<file path="config.mk">
export PLATFORM = sky130hd
export DESIGN_NAME = calc_op_unit
export DESIGN_NICKNAME = d
export VERILOG_FILES = /design/src/rtl/calc_pkg.sv /design/src/rtl/calc_mul_seq.sv /design/src/rtl/calc_op_unit.sv
export SDC_FILE = /design/constraint.sdc
export NUM_CORES = 1
export LEC_CHECK = 0
export ABC_CLOCK_PERIOD_IN_PS = 3890
export CAP_MARGIN = 40
export CORE_UTILIZATION = 30
export DETAILED_ROUTE_END_ITERATION = 6
export SYNTH_ARGS = -nofsm -noshare
export SYNTH_HDL_FRONTEND = slang
export SYNTH_SLANG_ARGS = --single-unit
</file>
<file path="constraint.sdc">
create_clock -name clk -period 3.89 [get_ports clk]
set_input_delay 1.167 -clock clk [delete_from_list [all_inputs] [get_ports clk]]
set_output_delay 1.167 -clock clk [all_outputs]
set_load 0.01 [all_outputs]
</file>
<file path="src/rtl/calc_pkg.sv">
// Shared definitions for the calculator arithmetic unit.
// Op codes, FSM state encoding and default operand width.
package calc_pkg;

  localparam int DEF_WIDTH = 8;

  localparam logic [1:0] OP_ADD = 2'b00;
  localparam logic [1:0] OP_SUB = 2'b01;
  localparam logic [1:0] OP_MUL = 2'b10;
  localparam logic [1:0] OP_ILL = 2'b11;

  typedef enum logic [1:0] {
    IDLE = 2'd0,
    LOAD = 2'd1,
    EXEC = 2'd2,
    DONE = 2'd3
  } state_e;

endpackage

</file>
<file path="src/rtl/calc_mul_seq.sv">
// Sequential shift-add multiplier on unsigned magnitudes.
// One multiplier bit per cycle; fin marks the final step.
module calc_mul_seq
  import calc_pkg::*;
#(
  parameter int WIDTH = DEF_WIDTH
) (
  input  logic               clk,
  input  logic               rst,
  input  logic               go_i,
  input  logic [WIDTH-1:0]   a_i,
  input  logic [WIDTH-1:0]   b_i,
  output logic               busy_o,
  output logic [2*WIDTH-1:0] product_o,
  output logic               fin_o
);

  localparam int W2 = 2 * WIDTH;
  localparam int CW = $clog2(WIDTH);

  logic [W2-1:0]    mcand_q;
  logic [WIDTH-1:0] mplier_q;
  logic [W2-1:0]    acc_q;
  logic [W2-1:0]    acc_d;
  logic [CW-1:0]    cnt_q;
  logic             busy_q;

  always_comb begin
    acc_d = acc_q;
    if (mplier_q[0]) acc_d = acc_q + mcand_q;
  end

  // Product is exposed on the last step so the parent
  // captures it on the same edge the step completes.
  assign product_o = acc_d;
  assign fin_o     = busy_q && (cnt_q == '0);
  assign busy_o    = busy_q;

  always_ff @(posedge clk) begin
    if (!rst) begin
      mcand_q  <= '0;
      mplier_q <= '0;
      acc_q    <= '0;
      cnt_q    <= '0;
      busy_q   <= 1'b0;
    end else if (go_i && !busy_q) begin
      mcand_q  <= {{WIDTH{1'b0}}, a_i};
      mplier_q <= b_i;
      acc_q    <= '0;
      cnt_q    <= CW'(WIDTH - 1);
      busy_q   <= 1'b1;
    end else if (busy_q) begin
      acc_q    <= acc_d;
      mcand_q  <= mcand_q << 1;
      mplier_q <= mplier_q >> 1;
      if (cnt_q == '0) begin
        busy_q <= 1'b0;
      end else begin
        cnt_q <= cnt_q - CW'(1);
      end
    end
  end

endmodule

</file>
<file path="src/rtl/calc_op_unit.sv">
// Calculator arithmetic controller: add, subtract, multiply
// with overflow reporting and a sticky error flag.
module calc_op_unit
  import calc_pkg::*;
#(
  parameter int WIDTH  = DEF_WIDTH,
  parameter bit MUL_EN = 1'b1
) (
  input  logic             clk,
  input  logic             rst,
  input  logic             start,
  input  logic [1:0]       op,
  input  logic [WIDTH-1:0] a_in,
  input  logic [WIDTH-1:0] b_in,
  input  logic             clr,
  output logic             busy,
  output logic             done,
  output logic [WIDTH-1:0] result,
  output logic             v,
  output logic             err
);

  localparam int WX = WIDTH + 1;
  localparam int W2 = 2 * WIDTH;

  state_e           state_q;
  logic [WIDTH-1:0] x_q;
  logic [WX-1:0]    y_q;
  logic [1:0]       op_q;
  logic [WIDTH-1:0] result_q;
  logic             v_q;
  logic             err_q;
  logic             busy_q;
  logic             done_q;

  logic [WX-1:0]    y_ext;
  logic [WX-1:0]    y_neg;
  logic [WX-1:0]    sum;
  logic [WIDTH-1:0] a_mag;
  logic [WIDTH-1:0] b_mag;
  logic             mul_go;
  logic             mul_busy;
  logic             mul_fin;
  logic [W2-1:0]    mul_prod;
  logic [W2-1:0]    prod_s;
  logic [WIDTH:0]   prod_top;
  logic             mul_ovf;
  logic             neg;
  logic             ill;
  logic             is_mul;
  logic             ex_fin;
  logic [WIDTH-1:0] res_d;
  logic             v_d;

  assign y_ext = {b_in[WIDTH-1], b_in};
  // Negate in the extended width so -2^(W-1) stays exact.
  assign y_neg = ~y_ext + WX'(1);

  assign a_mag = a_in[WIDTH-1] ? (~a_in + WIDTH'(1)) : a_in;
  assign b_mag = b_in[WIDTH-1] ? (~b_in + WIDTH'(1)) : b_in;

  assign is_mul = (op_q == OP_MUL) && MUL_EN;
  assign ill    = (op_q == OP_ILL) || ((op_q == OP_MUL) && !MUL_EN);
  assign mul_go = (state_q == LOAD) && (op == OP_MUL) && MUL_EN && !mul_busy;

  calc_mul_seq #(
    .WIDTH(WIDTH)
  ) u_mul (
    .clk      (clk),
    .rst      (rst),
    .go_i     (mul_go),
    .a_i      (a_mag),
    .b_i      (b_mag),
    .busy_o   (mul_busy),
    .product_o(mul_prod),
    .fin_o    (mul_fin)
  );

  assign sum      = {x_q[WIDTH-1], x_q} + y_q;
  assign neg      = x_q[WIDTH-1] ^ y_q[WIDTH];
  assign prod_s   = neg ? (~mul_prod + W2'(1)) : mul_prod;
  assign prod_top = prod_s[W2-1:WIDTH-1];
  assign mul_ovf  = !((&prod_top) || (~|prod_top));

  always_comb begin
    ex_fin = 1'b1;
    res_d  = sum[WIDTH-1:0];
    v_d    = sum[WIDTH] ^ sum[WIDTH-1];
    if (ill) begin
      res_d = '0;
      v_d   = 1'b0;
    end else if (is_mul) begin
      ex_fin = mul_fin;
      res_d  = prod_s[WIDTH-1:0];
      v_d    = mul_ovf;
    end
  end

  always_ff @(posedge clk) begin
    if (!rst) begin
      state_q  <= IDLE;
      x_q      <= '0;
      y_q      <= '0;
      op_q     <= OP_ADD;
      result_q <= '0;
      v_q      <= 1'b0;
      err_q    <= 1'b0;
      busy_q   <= 1'b0;
      done_q   <= 1'b0;
    end else begin
      if (clr) err_q <= 1'b0;
      unique case (state_q)
        IDLE: begin
          if (start) begin
            state_q <= LOAD;
            busy_q  <= 1'b1;
          end
        end
        LOAD: begin
          x_q     <= a_in;
          y_q     <= (op == OP_SUB) ? y_neg : y_ext;
          op_q    <= op;
          state_q <= EXEC;
        end
        EXEC: begin
          if (ex_fin) begin
            state_q  <= DONE;
            busy_q   <= 1'b0;
            done_q   <= 1'b1;
            result_q <= res_d;
            v_q      <= v_d;
            if (v_d || ill) err_q <= 1'b1;
          end
        end
        DONE: begin
          done_q <= 1'b0;
          if (start) begin
            state_q <= LOAD;
            busy_q  <= 1'b1;
          end else begin
            state_q <= IDLE;
          end
        end
      endcase
    end
  end

  assign busy   = busy_q;
  assign done   = done_q;
  assign result = result_q;
  assign v      = v_q;
  assign err    = err_q;

endmodule

</file>
== After elaboration in Yosys (flattened, before gate mapping) ==
Index checks and enable logic that the tools add are counted.

* Add/sub/neg operators: 7
* Reductions and logical operators: 23
* Shift-type cells: 0
* Equal/unequal tests: 11
* Multiplexer cells: 34
* Bitwise operators: 7
* Multiply operators: 0
* Order comparisons: 0
* Divide/modulo/power cells: 0

{| class="wikitable"
|+ Operator list
! operator !! number
|-
| 8-bit 2-to-1 mux || 8
|-
| 16-bit 2-to-1 mux || 2
|-
| 16-bit by 1-bit adder with 16-bit output (second input constant) || 1
|-
| 16-bit adder || 1
|-
| 8-bit by 1-bit adder with 8-bit output (second input constant) || 2
|-
| 16-bit inverter || 1
|-
| 8-bit inverter || 2
|-
| 1-bit 2-to-1 mux || 15
|-
| 2-bit equality test (second input constant) || 5
|-
| 9-bit by 1-bit adder with 9-bit output (second input constant) || 1
|-
| 9-bit adder || 1
|-
| 3-bit 2-to-1 mux || 3
|-
| 9-bit 2-to-1 mux || 1
|-
| 9-bit inverter || 1
|-
| 9-bit AND reduction || 1
|-
| 9-bit OR reduction || 1
|-
| 2-bit one-hot mux with 4 select lines || 1
|-
| 2-bit AND reduction || 4
|-
| 2-bit nonzero test || 3
|-
| 2-bit by 1-bit equality test with 1-bit output (second input constant) || 2
|-
| 1-bit logical AND || 4
|-
| 2-bit 2-to-1 mux || 2
|-
| 2-bit by 1-bit inequality test with 1-bit output (second input constant) || 2
|-
| 2-bit inequality test (second input constant) || 2
|-
| 10 further kinds || 16
|}

* Latch bits: 0
* Memories kept: 0
* Word-level logic and storage cells: 97
* Bits in read-only memories: 0
* Output and inout bits: 12
* Flip-flop bits (word level): 77
* Bits of input ports: 22
* Bits in writable memories: 0

== Depth between registers and ports, before layout ==
Gate-level depths: netlist (run 1).

* Word-level depth: 15
* Mapped depth: 14

== Modules after synthesis ==
Synthesis (run 1) repeated with hierarchy kept, for this count alone.

* Cell total of the unflattened synthesis: 626
* Area total of the unflattened synthesis: 5197.5 um^2

{| class="wikitable"
|+ Modules (own cells, without submodules)
! module !! cells each !! times used !! area an instance (um^2)
|-
| calc_mul_seq || 305 || 1 || 2653.8
|-
| calc_op_unit || 321 || 1 || 2543.7
|}

== Worst setup path before layout (run 1) ==
No wires, ideal clock.

* Path type: flip-flop to flip-flop
* From: reg u_mul.acc_q[0]
* To: reg v_q, in the netlist v
* Cell stages (with the launch flop): 13
* Arrival: 3.095 ns
* Required time: 3.766 ns
* Path slack: 0.671 ns
* Buffers on the path: 0
* Setup time: 0.124 ns
* Cell sequence: dfxtp_1 ha_1 fa_1 a211oi_2 o21ai_2 o2111a_1 or4_1 a21boi_2 nand3_2 a211o_1 a31o_2 o31ai_1 o21ai_1

* Word-level cells in the longest chain between the ends: 11

{| class="wikitable"
|+ RTL lines
! element !! RTL line !! source
|-
| start: declaration || calc_mul_seq.sv:23 || <nowiki>logic [W2-1:0] acc_q;</nowiki>
|-
| start signal: assignment || calc_mul_seq.sv:43 || <nowiki>acc_q <= '0;</nowiki>
|-
| start signal: assignment || calc_mul_seq.sv:49 || <nowiki>acc_q <= '0;</nowiki>
|-
| start signal: assignment || calc_mul_seq.sv:53 || <nowiki>acc_q <= acc_d;</nowiki>
|-
| 16-bit adder || calc_mul_seq.sv:30 || <nowiki>if (mplier_q[0]) acc_d = acc_q + mcand_q;</nowiki>
|-
| 16-bit 2-to-1 mux (*) || calc_mul_seq.sv:30 ||
|-
| 16-bit inverter || calc_op_unit.sv:81 || <nowiki>assign prod_s = neg ? (~mul_prod + W2'(1)) : mul_prod;</nowiki>
|-
| 16-bit by 1-bit adder with 16-bit output || calc_op_unit.sv:81 ||
|-
| 16-bit 2-to-1 mux (*) || calc_op_unit.sv:81 ||
|-
| 9-bit OR reduction || calc_op_unit.sv:83 || <nowiki>assign mul_ovf = !((&prod_top) || (~|prod_top));</nowiki>
|-
| 1-bit logical NOT || calc_op_unit.sv:83 ||
|-
| 1-bit logical OR (*) || calc_op_unit.sv:83 ||
|-
| 1-bit logical NOT (*) || calc_op_unit.sv:83 ||
|-
| 1-bit 2-to-1 mux (*) || calc_op_unit.sv:92 || <nowiki>end else if (is_mul) begin</nowiki>
|-
| 1-bit 2-to-1 mux (*) || calc_op_unit.sv:89 || <nowiki>if (ill) begin</nowiki>
|-
| end signal: assignment || calc_op_unit.sv:131 || <nowiki>v_q <= v_d;</nowiki>
|-
| end: declaration || calc_op_unit.sv:31 || <nowiki>logic v_q;</nowiki>
|}

Every way passes the cells marked *; elsewhere a longest branch is shown, timed or not.
A chain may end at the register's enable or synchronous reset.

== Worst setup path after layout (run 1) ==
Same ends and word-level chain as after synthesis.

==> results.toml, run 1 <==
[status]
status = "complete, no violations"

[power_and_ir_drop]
power.static_leakage_uw = 0.00230
switching_share_pct = 36.5
p_clk_share_pct = 28.2
ir_drop_v = 0.000234
internal_power_uw = 2180
p_comb_share_pct = 40.6
pwr-share-seq_pct = 31.2
powerDensity_mw_per_mm2 = 551
p_sw_uw = 1250

[yosys]
yosysTopAreaCell = "dfxtp_1"
async_flop_share_pct = 0
syn_area_mm2 = 0.00534
syn_area_per_cell_um2 = 8.19
synth_top_family_by_area = "compound AO/OA/AOI/OAI gates"
ys_ff_latch = 77
yosys.cell_count.top_type = "nor2_1"
yosys_warnings = 0
synth_common_cells = "nor2_1, dfxtp_1, a21oi_1"
synth_compound_area_share_pct = 24.1
synth_nets = 710
muxShareOfSynthArea_pct = 5.63
synth-simple-area-share_pct = 21.2
yosys.area_share.xor_xnor_pct = 7.22
ys_seq_area_share_pct = 28.9
synth_area_leaders = "dfxtp_1, ha_1, nor2_1, mux2i_1, a21oi_1"
synth-adder-area-share_pct = 8.72
synth_edf_count = 0
synthCells = 652
ys_types = 74
synthFlopType = "dfxtp_1"
netlist.area_leader.share_pct = 28.9

[clock_tree]
tritoncts = "done"
numClockSinks = 77
h-tree-depth = 3
clock_path_buffers = 2
cts_post_setup_buffers_inserted = 0
cts_root_buffer = "clkbuf_16"
clock_latency_ns = 0.34
cts_made_buffers = 9
cts.clk_slew.worst_paths_ns = 0.06
holdBufCountCts = 0
cts-resized-gates = 0

[routing]
viasPerCell = 5.18
vias = 4684
wl_per_cell_um = 14.5
postRouteAntennaNets = 0
totalWireLength_um = 13100
drt_first_pass_iters = 4
drc = 0
drtIter0Drc = 233

[flow_run]
maxCapViolCount = 0

[global_route]
gr-total-overflow = 0
grt_pass1_wl_um = 21800
antenna_found_initial = 0
first_global_vias = 4294
track_usage_pct = 15.1
grt_max_degree = 70

[setup_path]
startpoint_type = "register"
cp.arrival_ns = 3.76
crit_fanout = 4
cp.required_ns = 4.12
slowest_stage = "fa_1"
worstPathCellList = "ha_1 -> fa_1 -> xnor2_1 -> o221a_2 -> nor3b_1 -> nand4_1 -> o31ai_1 -> xor2_1 -> nand3b_1 -> or4_1 -> o31ai_1 -> o21ai_1"
endpoint_kind = "register"
max_stage_delay_ns = 0.45
path_common_cell = "o31ai_1"
path_class = "register to register"

[placed_design]
numPortBuffers = 33
gp_congestion = 0.818
placed_cell_area_mm2 = 0.00589
dp.cells = 890
pre_cts_slack_ns = 0.363
detailed_place_hpwl_um = 9660

[floorplan]
die_x_um = 135
die_y_um = 135
ios = 34
dieArea_mm2 = 0.0183
initial_core_util_pct = 30.8
core-area_mm2 = 0.0174
rows = 48

[timing]
setup_slack_ns = 0.353
fmax_mhz = 283
rsz0062_at_grt = "no"
hold_viol = 0
setup_viol = 0
slew_viol_final = 0
tns_ns = 0
skew_ns = 0.00471
period_needed_ns = 3.54
worst_slew_pin_slew_ns = 0.766
slew_headroom_pct = 49.0
period_share_pct = 90.9

[final_layout]
drive_above_1_share_pct = 8.38
areaGrowthSynthToFinish_pct = 16.6
final_cells = 905
final_cell_area_mm2 = 0.00623
diodes = 0
finalNetCount = 734
utilization_pct = 35.9

[hold_path]
hold_path_class = "register to register"
-- power by group through the flow --
stage	logic (uW)	clock network, uW	registers [uW]
2_1_floorplan	1050	0	1070
3_3_place_gp	1380	0	1090
3_5_place_dp	1390	0	1090
4_1_cts	1400	993	1070
5_1_grt	1560	1030	1090
6_report	1390	968	1070
-- layer usage --
layer,track usage (%),vias to the layer above,share of wire [%]
li1,-,2429,-
met1,20.3,2169,49
met2,24.5,74,47
met3,3.18,12,3.2
met4,4.06,0,1.1
met5,0,-,0
-- critical path: cells and delay by family, from the launching register on --
family                     cells  cell delay, ns
AOI/OAI and AO/OA              4            0.91
xor gates and xnor gates       2            0.40
adders and majority gates      2            0.71
DFF                            1            0.34
and+or+nand+nor                4            1.07
-- registers in the layout (all words and copies together) (netlist names) --
name and cells:
state_q 2, err 1, done 1, v 1
x_q 8, u_mul.acc_q 16, y_q 9, busy 1
op_q 2, u_mul.busy_o 1, result 8, u_mul.mcand_q 16
u_mul.mplier_q 8, u_mul.cnt_q 3
-- final timing paths --
check / startpoint / end / slack, ns / cells after the start
setup / recovery: u_mul.acc_q[0] / v / 0.35 / 12
hold / removal: u_mul.mplier_q[7] / u_mul.mplier_q[7] / 0.46 / 2
setup reg to reg: u_mul.acc_q[0] / v / 0.35 / 12
hold reg to reg: u_mul.mplier_q[7] / u_mul.mplier_q[7] / 0.46 / 2
-- cell type report --
| type | count | area [um2] |
|---|---|---|
| multi-input cells | 524 | 3570 |
| repair buffers | 46 | 428 |
| clock buffers | 9 | 225 |
| inverters | 18 | 67.6 |
| well taps | 225 | 282 |
| clock inverters | 6 | 113 |
| fillers | 1803 | 11100 |
| flip-flops and latches | 77 | 1540 |
-- placed cells by master, fill, tap and decap left out, drive strengths merged, types with 13 or more instances in the layout --
cell type | Yosys | layout
o21ai | 28 | 28
a21oi | 55 | 55
nand2 | 40 | 40
mux2i | 30 | 30
clkdlybuf4s50 | 0 | 33
ha | 34 | 34
buf | 8 | 13
a211oi | 36 | 36
xnor2 | 22 | 22
dfxtp | 77 | 77
nor2 | 103 | 103
inv | 17 | 17
xor2 | 22 | 22
-- through the flow --
step / total power (uW) / hold slack, ns
finish: 3430 / 0.463
global route: 3680 / 0.490
CTS: 3460 / 0.462
detailed placement: 2480 / 0.454
global placement: 2470 / 0.450
floorplan: 2120 / 0.434
-- cells by family (layout without fill, tap and decap cells) --
kind of cell    count (synthesis)  in the layout
flops                          77             77
fa+ha+maj                      36             36
compound gates                188            188
simple gates                  226            226
mux                            30             30
buf+inv                        51             79
xor+xnor                       44             44
No activity file was read; power rests on OpenSTA's default activity.
==> inputs of run 2 (changes only) <==
- RECOVER_POWER: default -> 100
- SKIP_CTS_REPAIR_TIMING: default -> 1
==> run 2 against run 1 <==
  * Non-clock buffer count did not move
  * Worst setup slack got worse by 0.0053 ns
  * First-iteration DRC count grew 12%
  * Routed wire length is 0.28% higher
  * Sequential share of layout area up 0.10 points
  * Count of clock-buffer cells in the layout did not move
  * Core utilization fell by 0.14 points
  * Register-to-register slack hardly changed
==> results.toml, run 2 (same netlist as run 1, synthesis figures left out) <==
[status]
status = "complete, no violations"

[global_route]
first_global_vias = 4294
gr-total-overflow = 0
grt_max_degree = 70
antenna_found_initial = 0
grt_pass1_wl_um = 21800
track_usage_pct = 15.1

[final_layout]
final_cell_area_mm2 = 0.00620
drive_above_1_share_pct = 7.50
top_regs = "u_mul.acc_q x16, u_mul.mcand_q x16, y_q x9"
finalNetCount = 734
nFillCells = 1806
areaGrowthSynthToFinish_pct = 16.2
final_cell_mix = "nor2_1, dfxtp_1, a21oi_1, nand2_1"
diodes = 0
final_common_cell = "nor2_1"

[hold_path]
worstHoldEndpoint = "u_mul.mplier_q[7]"
hold_path_depth = 2
hold_start = "u_mul.mplier_q[7]"
hold_path_class = "register to register"

[setup_path]
worstPathCellList = "ha_1 -> fa_1 -> a211oi_2 -> o21ai_2 -> o2111a_1 -> or4_1 -> a21boi_2 -> nand3_2 -> o21ai_2 -> xor2_1 -> nor4b_2 -> o32ai_1"
endpoint_kind = "register"
path_class = "register to register"
slowest_stage = "or4_1"
startpoint_type = "register"
crit_fanout = 5
timing.rr.start = "u_mul.acc_q[0]"
r2r_cells = 12
cp_top_family = "compound AO/OA/AOI/OAI gates"
timing.rr.end = "err"
cp.arrival_ns = 3.73
path_common_cell = "o21ai_2"
cp.required_ns = 4.08
reg2reg_slack_ns = 0.35
max_stage_delay_ns = 0.56
crit_buf_inv = 0

[routing]
postRouteAntennaNets = 0
totalWireLength_um = 13200
viasPerCell = 5.22
wl_per_cell_um = 14.6
drtIter0Drc = 262
vias = 4725
drc = 0
drt_first_pass_iters = 5

[clock_tree]
clock_path_buffers = 2
clock_latency_ns = 0.34
tritoncts = "done"
cts_made_buffers = 9
cts_root_buffer = "clkbuf_16"
h-tree-depth = 3
numClockSinks = 77
cts.clk_slew.worst_paths_ns = 0.06

[floorplan]
die_y_um = 135
ios = 34
core-area_mm2 = 0.0174
dieArea_mm2 = 0.0183
rows = 48
initial_core_util_pct = 30.8
die_x_um = 135

[placed_design]
numPortBuffers = 33
placed_cell_area_mm2 = 0.00589
detailed_place_hpwl_um = 9660
gp_congestion = 0.818

[timing]
worst_slew_pin_slew_ns = 1.38
period_share_pct = 91.1
rsz0062_at_grt = "no"
fmax_mhz = 282
skew_ns = 0.00509
setup_viol = 0
period_needed_ns = 3.54
slew_headroom_pct = 7.84
tns_ns = 0
slew_viol_final = 0
hold_viol = 0
hold-worst-slack_ns = 0.465

[power_and_ir_drop]
power.static_leakage_uw = 0.00232
powerDensity_mw_per_mm2 = 549
ir_drop_v = 0.000233

[flow_run]
maxCapViolCount = 0
[run 2: cell types whose count changed in the layout (fill, tap and decap cells not counted), sizes merged]
cell / previous run / this run
clkdlybuf4s50: 33 / 18
buf: 13 / 9
clkbuf: 9 / 13
dlygate4sd3: 0 / 15
[run 2: how the worst max path moves through the flow]
stage | from | endpoint | slack, ns | cells past startpoint
after global routing | u_mul.acc_q[0] | err | 0.06 | 12
after detailed placement | u_mul.acc_q[0] | err | 0.36 | 12
after global placement | u_mul.acc_q[0] | err | 0.39 | 12
after CTS | u_mul.acc_q[0] | err | 0.34 | 12
after floorplan | u_mul.acc_q[0] | v | 0.67 | 12
final | u_mul.acc_q[0] | err | 0.35 | 12
[run 2: stage by stage]
step / worst slack, ns / power (uW) / util (%) / cells
after CTS: 0.335 / 3460 / 35.9 / 905
after floorplan: 0.671 / 2120 / - / 652
final: 0.347 / 3410 / 35.7 / 905
after global routing: 0.0575 / 3660 / 35.7 / 905
after detailed placement: 0.363 / 2480 / 33.9 / 890
after global placement: 0.392 / 2470 / 33.9 / 889
[run 2: layer usage]
layer | GRT usage, % | vias up | share of wire (%)
li1 | - | 2432 | -
met1 | 20.3 | 2194 | 48
met2 | 24.5 | 87 | 47
met3 | 3.18 | 12 | 3.8
met4 | 4.06 | 0 | 1.1
met5 | 0 | - | 0
[run 2: layout make-up]
class | instances | area, um2 | share of cell area (%)
clock buffer | 9 | 225 | 3.63
timing repair buffer | 46 | 413 | 6.66
multi-input combinational | 524 | 3560 | 57.4
clock inverter | 6 | 113 | 1.82
sequential | 77 | 1540 | 24.9
inverter | 18 | 67.6 | 1.09
tap | 225 | 282 | 4.54
[run 2: worst min-delay path, stage by stage (launching register included)]
cell and delay, ns:
dfxtp_1 0.31, nand2_1 0.05, a21oi_1 0.05
[run 2: where the power goes]
| group | switching [uW] | internal (uW) |
|---|---|---|
| clock network | 343 | 624 |
| registers | 118 | 950 |
| logic | 786 | 585 |
==> inputs of run 3 (changes only) <==
- CTS_BUF_LIST: default -> sky130_fd_sc_hd__clkbuf_8
==> run 3 against run 2 <==
  * Register-to-register slack better by 0.02 ns
  * Sequential power about the same
  * Core utilization down 0.56 points
==> results.toml, run 3 (same netlist as run 1, synthesis figures left out) <==
[floorplan]
ios = 34
die_x_um = 135
rows = 48
die_y_um = 135
initial_core_util_pct = 30.8
core-area_mm2 = 0.0174
dieArea_mm2 = 0.0183

[final_layout]
areaGrowthSynthToFinish_pct = 14.3
final_cell_mix = "nor2_1, dfxtp_1, a21oi_1, nand2_1"
diodes = 0
drive_above_1_share_pct = 7.65
final_cells = 905
register_area_mm2 = 0.00154
nFillCells = 1810
multi_input_area_mm2 = 0.00356
top_regs = "u_mul.acc_q x16, u_mul.mcand_q x16, y_q x9"
finalNetCount = 734
final_common_cell = "nor2_1"

[setup_path]
startpoint = "u_mul.acc_q[0]"
worstPathCellList = "ha_1 -> fa_1 -> xnor2_1 -> o221a_2 -> nor3b_1 -> nand4_1 -> o31ai_1 -> xor2_1 -> nand3b_1 -> or4_1 -> o31ai_1 -> o21ai_0"
startpoint_type = "register"
max_stage_delay_ns = 0.44
cp.arrival_ns = 3.76
slowest_stage = "fa_1"
crit_buf_inv = 0
cp.required_ns = 4.13
cp_top_family = "simple AND/OR/NAND/NOR gates"
timing.rr.start = "u_mul.acc_q[0]"
path_class = "register to register"
endpoint_kind = "register"
path_common_cell = "o31ai_1"
crit_fanout = 4

[clock_tree]
tritoncts = "done"
cts_made_buffers = 9
h-tree-depth = 3
cts_root_buffer = "clkbuf_8"
clock_path_buffers = 2
numClockSinks = 77
cts.clk_slew.worst_paths_ns = 0.08
clock_latency_ns = 0.36

[timing]
slew_headroom_pct = 7.34
setup_viol = 0
hold-worst-slack_ns = 0.467
period_share_pct = 90.6
worst_slew_pin_slew_ns = 1.39
setup_slack_ns = 0.366
period_needed_ns = 3.52
slew_viol_final = 0
skew_ns = 0.00819
tns_ns = 0
rsz0062_at_grt = "no"
fmax_mhz = 284
hold_viol = 0

[status]
status = "complete, no violations"

[hold_path]
hold_path_class = "register to register"
hold_start = "u_mul.mplier_q[7]"

[routing]
totalWireLength_um = 13000
drc = 0
drtIter0Drc = 313
wl_per_cell_um = 14.4
postRouteAntennaNets = 0
drt_first_pass_iters = 5
vias = 4641
viasPerCell = 5.13

[power_and_ir_drop]
p_comb_share_pct = 43.2
pwr-share-seq_pct = 33.6
ir_drop_v = 0.000227
powerDensity_mw_per_mm2 = 519
power.static_leakage_uw = 0.00228
internal_power_uw = 1960
switching_share_pct = 38.3
p_clk_share_pct = 23.2
p_sw_uw = 1210
total_power_uw = 3170

[flow_run]
maxCapViolCount = 0

[global_route]
track_usage_pct = 15.0
grt_pass1_wl_um = 21700
gr-total-overflow = 0
first_global_vias = 4281
grt_max_degree = 70
antenna_found_initial = 0

[placed_design]
dp.cells = 890
pre_cts_slack_ns = 0.363
numPortBuffers = 33
detailed_place_hpwl_um = 9660
gp_congestion = 0.818
==> run 3: changes by cell type in the layout (fill, tap and decap cells not counted) <==
cell | previous run | this run
buf_4 | 9 | 10
clkbuf_1 | 4 | 3
clkbuf_16 | 9 | 0
clkbuf_8 | 0 | 9
==> run 3: power by group through the flow <==
stage	sequential, uW	combinational, uW	clock [uW]
6_report	1070	1370	736
2_1_floorplan	1070	1050	0
5_1_grt	1090	1540	791
3_5_place_dp	1090	1390	0
4_1_cts	1070	1400	758
3_3_place_gp	1090	1380	0
==> run 3: path summary, 6_finish.rpt <==
kind	endpoint	slack (ns)	cells after the start
setup / recovery	v	0.37	12
hold / removal	u_mul.mplier_q[7]	0.47	2
setup reg to reg	v	0.37	12
hold reg to reg	u_mul.mplier_q[7]	0.47	2
==> run 3: cell type report <==
class | count | share of cell area, %
multi-input combinational | 524 | 58.3
sequential | 77 | 25.3
timing repair buffer | 46 | 6.83
tap | 225 | 4.61
clock buffer | 9 | 2.03
clock inverter | 6 | 1.85
inverter | 18 | 1.11
==> run 3: worst reg2reg max path: cells and delay by family, from the launching register on <==
kind,cells,cell delay [ns]
flip-flops,1,0.34
adder cells (fa/ha/maj),2,0.70
XOR/XNOR,2,0.39
AND/OR/NAND/NOR,4,1.07
AO/OA/AOI/OAI,4,0.90
==> run 3: metal layers <==
| metal | track usage [%] | routed length, um | vias to the layer above |
|---|---|---|---|
| met5 | 0 | 0 | - |
| met3 | 2.62 | 313 | 4 |
| met2 | 24.2 | 6150 | 55 |
| li1 | - | - | 2424 |
| met4 | 3.87 | 72 | 0 |
| met1 | 20.4 | 6500 | 2158 |
==> run 3: stage by stage <==
step           cell area (um2)  utilization [%]
2_1_floorplan             5340                -
3_3_place_gp              5880             33.9
3_5_place_dp              5890             33.9
4_1_cts                   6120             35.3
5_1_grt                   6100             35.2
6_report                  6100             35.2
